`src/rtl/seq_shift_if.sv`:
```
// Handshake/operand bundle between a requester and the sequential shift unit.
// The requester drives the operands and start; the unit returns the result and status.
interface seq_shift_if #(
  parameter int WIDTH   = 12,
  parameter int SHAMT_W = 4
);
  logic               start;
  logic [1:0]         mode;
  logic [SHAMT_W-1:0] shamt;
  logic [WIDTH-1:0]   in_data;
  logic [WIDTH-1:0]   out_data;
  logic               carry_out;
  logic               busy;
  logic               done;

  modport master (
    output start, mode, shamt, in_data,
    input  out_data, carry_out, busy, done
  );

  modport slave (
    input  start, mode, shamt, in_data,
    output out_data, carry_out, busy, done
  );
endinterface

```
`src/rtl/seq_shift_unit.sv`:
```
// Multi-cycle shift/rotate unit: LSL, LSR, ASR or ROL by a variable amount,
// one bit position per clock, with a start/busy/done handshake.
module seq_shift_unit #(
  parameter int WIDTH   = 12,
  parameter int SHAMT_W = 4
) (
  input  logic       clk,
  input  logic       rst_n,
  seq_shift_if.slave bus
);

  typedef enum logic [1:0] {
    IDLE  = 2'd0,
    SHIFT = 2'd1,
    DONE  = 2'd2
  } state_t;

  localparam logic [1:0] OP_LSL = 2'b00;
  localparam logic [1:0] OP_LSR = 2'b01;
  localparam logic [1:0] OP_ASR = 2'b10;
  localparam logic [1:0] OP_ROL = 2'b11;

  state_t             state;
  state_t             state_next;
  logic [WIDTH-1:0]   work;
  logic               carry;
  logic [1:0]         mode_q;
  logic [SHAMT_W-1:0] cnt;
  logic [WIDTH:0]     step;

  // One 1-bit step; MSB of the result is the bit shifted (or wrapped) out.
  function automatic logic [WIDTH:0] shift_step(input logic [1:0] op,
                                                input logic [WIDTH-1:0] val);
    logic signed [WIDTH-1:0] sval;
    logic        [WIDTH:0]   res;
    sval = val;
    res  = '0;
    case (op)
      OP_LSL:  res = {val[WIDTH-1], val[WIDTH-2:0], 1'b0};
      OP_LSR:  res = {val[0], 1'b0, val[WIDTH-1:1]};
      OP_ASR:  res = {val[0], sval >>> 1};
      OP_ROL:  res = {val[WIDTH-1], val[WIDTH-2:0], val[WIDTH-1]};
      default: res = {1'b0, val};
    endcase
    return res;
  endfunction

  assign step = shift_step(mode_q, work);

  always_comb begin
    state_next = state;
    case (state)
      IDLE: begin
        if (bus.start) begin
          state_next = (bus.shamt != '0) ? SHIFT : DONE;
        end
      end
      SHIFT: begin
        if (cnt == SHAMT_W'(1)) begin
          state_next = DONE;
        end
      end
      DONE:    state_next = IDLE;
      default: state_next = IDLE;
    endcase
  end

  always_ff @(posedge clk or negedge rst_n) begin
    if (!rst_n) begin
      state  <= IDLE;
      work   <= '0;
      carry  <= 1'b0;
      mode_q <= OP_LSL;
      cnt    <= '0;
    end else begin
      state <= state_next;
      case (state)
        IDLE: begin
          if (bus.start) begin
            work   <= bus.in_data;
            carry  <= 1'b0;
            mode_q <= bus.mode;
            cnt    <= bus.shamt;
          end
        end
        SHIFT: begin
          carry <= step[WIDTH];
          work  <= step[WIDTH-1:0];
          cnt   <= cnt - SHAMT_W'(1);
        end
        default: ;
      endcase
    end
  end

  // Status is decoded straight from the state register, so busy and done are exclusive.
  assign bus.out_data  = work;
  assign bus.carry_out = carry;
  assign bus.busy      = (state == SHIFT);
  assign bus.done      = (state == DONE);

endmodule

```
`src/flat_wrapper.sv`:
```
// flat-port wrapper written by rule: the top's interface ports become plain ports
module seq_shift_unit_flat 
#(
  parameter int WIDTH   = 12,
  parameter int SHAMT_W = 4
)
  (clk, rst_n, bus_start, bus_mode, bus_shamt, bus_in_data, bus_out_data, bus_carry_out, bus_busy, bus_done);
  seq_shift_if #(.WIDTH(WIDTH), .SHAMT_W(SHAMT_W)) bus_i ();
  input  logic clk;
  input  logic rst_n;
  input wire logic [$bits(bus_i.start)-1:0] bus_start;
  input wire logic [$bits(bus_i.mode)-1:0] bus_mode;
  input wire logic [$bits(bus_i.shamt)-1:0] bus_shamt;
  input wire logic [$bits(bus_i.in_data)-1:0] bus_in_data;
  output wire logic [$bits(bus_i.out_data)-1:0] bus_out_data;
  output wire logic [$bits(bus_i.carry_out)-1:0] bus_carry_out;
  output wire logic [$bits(bus_i.busy)-1:0] bus_busy;
  output wire logic [$bits(bus_i.done)-1:0] bus_done;
  assign bus_i.start = bus_start;
  assign bus_i.mode = bus_mode;
  assign bus_i.shamt = bus_shamt;
  assign bus_i.in_data = bus_in_data;
  assign bus_out_data = bus_i.out_data;
  assign bus_carry_out = bus_i.carry_out;
  assign bus_busy = bus_i.busy;
  assign bus_done = bus_i.done;
  seq_shift_unit #(.WIDTH(WIDTH), .SHAMT_W(SHAMT_W)) u_core (.clk(clk), .rst_n(rst_n), .bus(bus_i));
endmodule
```
`config.mk`:
```
export PLATFORM = sky130hd
export DESIGN_NAME = seq_shift_unit_flat
export DESIGN_NICKNAME = d
export VERILOG_FILES = /design/src/rtl/seq_shift_if.sv /design/src/rtl/seq_shift_unit.sv /design/src/flat_wrapper.sv
export SDC_FILE = /design/constraint.sdc
export NUM_CORES = 1
export LEC_CHECK = 0
export BUFFER_PORTS_ARGS = -buffer_cell sky130_fd_sc_hd__buf_2
export CORE_MARGIN = 1
export CORE_UTILIZATION = 52
export CTS_CLUSTER_DIAMETER = 100
export DETAILED_ROUTE_END_ITERATION = 10
export GPL_TIMING_DRIVEN = 1
export PLACE_DENSITY = 0.79
export SYNTH_ARGS = -nofsm -noshare
export SYNTH_HDL_FRONTEND = slang
export SYNTH_SLANG_ARGS = --single-unit
```
`constraint.sdc`:
```
create_clock -name clk -period 1.5 [get_ports clk]
set_input_delay 0.075 -clock clk [delete_from_list [all_inputs] [get_ports clk]]
set_output_delay 0.075 -clock clk [all_outputs]
set_load 0.01 [all_outputs]
```
==> summary.md <==
| Metric | Value |
|---|---|
| Number of flops mapped to enable cells by yosys | 0 |
| Total power density per cell area | 2300 mW/mm^2 |
| Class of the most critical hold timing path | input pin to register |
| Worst-case clock buffer depth | 2 |
| Area share of the largest cell type after synthesis | 39.5% |
| Asr flop ratio synth | 100% |
| TritonCTS Sinks | 21 |
| Clock tree from TritonCTS | built |
| Placement-stage worst setup slack | 0.132 ns |
| Flip-flop and latch count after synthesis | 21 |
| Hpwl dp | 2.45 mm |
| Share of post-route cells with drive strength above 1 | 30.6% |
| Synthesized area | 0.00133 mm^2 |
| Worst Tran Pin Value | 0.474 ns |
| Maximum number of pins on one net before global-route repair | 22 |
| DRT antenna net count | 0 |
| Postcts setup bufs | 0 |
| Tightest hold margin | 0.0167 ns |
| Met3 layer usage reported by global route | 2.61% |
| Kind of critical path | register to output pin |
| Result of the run | finished clean |
| Worst-path maximum fanout | 7 |
| Most congested layer reported by global routing | met2 |
| Via count of the routed design | 1213 |
| Die ar. | 0.00277 mm^2 |
| I/O Buffers | 35 |
| Final #Nets | 204 |
| Number of detailed-route iterations in the first pass | 4 |
| Fin crit share | 93.1% |
| Total area of multi-input combinational cells | 726 um^2 |
| Finish-stage setup viols | 0 |
| Leakage dissipation | 0.000791 uW |
| Total negative setup slack | 0 ns |
| Library cell occupying the most area in the post-synthesis netlist | sky130_fd_sc_hd__dfrtp_1 |
| Final wirelength | 3.37 mm |
| Filler Cells Inserted | 177 |
| # Max-Cap Violations | 0 |
| DR DRC count | 0 |
| Setup repair after global routing missed its margin | no |
| Number of hold violations in the final report | 0 |
| I/O Pins | 36 |
| Detail-routed net length per standard cell | 16.2 um |
| Clock transition at path regs | 0.12 ns |
| Effective utilization at floorplan | 57.4% |
| Met2 Track Usage GR | 45.8% |
| Average cell area after synthesis | 9.65 um^2 |
| Post-DR vias/cell | 5.83 |
| Ant diodes | 0 |
| Slew headroom | 68.4% |
| End-of-flow core utilization | 69.9% |
| CP arrival | 1.32 ns |
| First-pass GRT wire length | 5.35 mm |
| Total gr overflow | 0 |
| Clock latency on the worst-skew pair | 0.30 ns |
| TritonCTS buffer count | 3 |
| Post-Synthesis Net Count | 161 |
| Site row count | 17 |
| Synthesized instance count | 138 |
| Initial detailed-routing violation count | 48 |
| Register cell area after layout | 526 um^2 |
| Worst path setup slack after routing | 0.103 ns |
| Kind of capture point of the worst setup path | output pin |
| Syn-to-layout area delta | 21.7% |
| Post-synth cell types | 35 |
| Top cells by area in the synthesized netlist | sky130_fd_sc_hd__dfrtp_1, sky130_fd_sc_hd__mux2i_1, sky130_fd_sc_hd__o221ai_1, sky130_fd_sc_hd__nor2b_1, sky130_fd_sc_hd__a21oi_1 |
| Final Slew Violations | 0 |
| Max H-tree Level | 1 |
| Required arrival time at the worst endpoint | 1.42 ns |
| CP startpoint kind | register |
| Antenna violations before repair | 0 |
| Die H | 52.6 um |
| Clock Skew | 0.00343 ns |
| Met1 Usage GRT | 35.7% |
| Number of global-route vias before repair | 1133 |
| Leading register cell type out of synthesis | sky130_fd_sc_hd__dfrtp_1 |
| Maximum clock frequency | 0.716 GHz |
| Total design power | 3720 uW |
| Crit path time final | 1.40 ns |
| Post-synthesis sequential area ratio | 39.5% |
| Die boundary width | 52.6 um |
| Max VDD drop | 1.34 mV |
| RD Place Congestion | 0.839 |
| Core Footprint | 0.00232 mm^2 |
| Total track usage | 27.2% |
| Clk root buf | sky130_fd_sc_hd__clkbuf_4 |
| Number of warnings issued by yosys | 0 |
cells by family (layout without fill, tap and decap cells):
| logic type | Yosys count | count (layout) | synth area share (%) |
|---|---|---|---|
| compound gates | 37 | 37 | 21.0 |
| xor+xnor | 1 | 1 | 1.22 |
| simple gates | 42 | 42 | 17.1 |
| flops | 21 | 21 | 39.5 |
| buf+inv | 18 | 60 | 6.20 |
| fa+ha+maj | 2 | 2 | 1.88 |
| mux | 17 | 17 | 13.2 |
worst paths after layout:
path	startpoint	end	slack, ns	cells after the start
max	u_core.state[1]$_DFFE_PN0P_	bus_busy	0.10	3
min	bus_shamt[0]	u_core.cnt[0]$_DFFE_PN0P_	0.02	2
max reg2reg	u_core.state[0]$_DFFE_PN0P_	u_core.bus.out_data[10]$_DFFE_PN0P_	0.12	4
min reg2reg	u_core.bus.carry_out$_DFFE_PN0P_	u_core.bus.carry_out$_DFFE_PN0P_	0.54	2
max in group asynchronous	rst_n	u_core.bus.out_data[11]$_DFFE_PN0P_	0.93	2
min in group asynchronous	rst_n	u_core.bus.out_data[4]$_DFFE_PN0P_	0.24	2
metrics by stage:
stage	std cells	area, um^2
after floorplan	138	1330
final	208	1620
after CTS	208	1620
after global routing	208	1620
after detailed placement	201	1560
after global placement	201	1560
flip-flops by register name, summed over array words and instances, names as in the netlist:
signal                count
u_core.mode_q             2
u_core.cnt                4
u_core.bus.out_data      12
u_core.state              2
u_core.bus.carry_out      1
metal layers:
| layer | wire length, um | part of all wire, % |
|---|---|---|
| met5 | 0 | 0 |
| met4 | 58 | 1.7 |
| met3 | 132 | 3.9 |
| met2 | 1680 | 50 |
| met1 | 1500 | 44 |
area by class of cell:
cell class,count,share of cell area [%]
multi-input combinational,99,44.8
sequential,21,32.4
timing repair buffer,47,16.8
tap,28,2.16
inverter,9,2.08
clock buffer,3,1.39
clock inverter,1,0.309
cells in the mapped netlist (2+ instances only):
master,count
sky130_fd_sc_hd__nor2b_1,11
sky130_fd_sc_hd__nor2_1,8
sky130_fd_sc_hd__a221oi_2,2
sky130_fd_sc_hd__ha_1,2
sky130_fd_sc_hd__nand2b_1,2
sky130_fd_sc_hd__mux2_1,3
sky130_fd_sc_hd__a21oi_1,10
sky130_fd_sc_hd__and3b_1,2
sky130_fd_sc_hd__nor3b_1,4
sky130_fd_sc_hd__o221ai_1,8
sky130_fd_sc_hd__dfrtp_1,21
sky130_fd_sc_hd__mux2i_1,13
sky130_fd_sc_hd__nand2_1,10
sky130_fd_sc_hd__inv_1,8
sky130_fd_sc_hd__clkbuf_1,2
sky130_fd_sc_hd__nor3_1,2
sky130_fd_sc_hd__a221oi_1,3
sky130_fd_sc_hd__o21a_1,3
sky130_fd_sc_hd__o21ai_1,3
sky130_fd_sc_hd__o211ai_1,2
sky130_fd_sc_hd__buf_2,5
critical path: stages (launching register included):
cell and delay, ns:
sky130_fd_sc_hd__dfrtp_1 0.46, sky130_fd_sc_hd__nand2b_2 0.27, sky130_fd_sc_hd__inv_2 0.14, sky130_fd_sc_hd__buf_2 0.15
power breakdown:
group	switching, uW	internal, uW	total [uW]
registers	386	852	1240
clock network	173	99.5	273
logic	1110	1100	2210
what timing repair did:
action / in CTS / in global routing
hold buffers: 3 / 0
endpoints found under the hold margin: 23 / 0
resized for setup: 0 / 1
endpoints found under the setup margin: 0 / 1
placed cells by master (no fill, tap or decap), types with 2 or more instances in the layout:
cell | synthesis | layout
sky130_fd_sc_hd__mux2i_1 | 13 | 13
sky130_fd_sc_hd__dfrtp_1 | 21 | 21
sky130_fd_sc_hd__o21a_1 | 3 | 3
sky130_fd_sc_hd__clkbuf_4 | 0 | 3
sky130_fd_sc_hd__a221oi_2 | 2 | 2
sky130_fd_sc_hd__o221ai_1 | 8 | 8
sky130_fd_sc_hd__nor2_1 | 8 | 8
sky130_fd_sc_hd__mux2_1 | 3 | 3
sky130_fd_sc_hd__nor3_1 | 2 | 2
sky130_fd_sc_hd__inv_1 | 8 | 8
sky130_fd_sc_hd__a221oi_1 | 3 | 3
sky130_fd_sc_hd__and3b_1 | 2 | 2
sky130_fd_sc_hd__nand2_1 | 10 | 10
sky130_fd_sc_hd__buf_4 | 0 | 9
sky130_fd_sc_hd__ha_1 | 2 | 2
sky130_fd_sc_hd__a21oi_1 | 10 | 10
sky130_fd_sc_hd__nor3b_1 | 4 | 4
sky130_fd_sc_hd__nor2b_1 | 11 | 11
sky130_fd_sc_hd__o211ai_1 | 2 | 2
sky130_fd_sc_hd__dlygate4sd3_1 | 0 | 3
sky130_fd_sc_hd__buf_2 | 5 | 35
sky130_fd_sc_hd__o21ai_1 | 3 | 3
No activity file was read; power rests on OpenSTA's default activity.
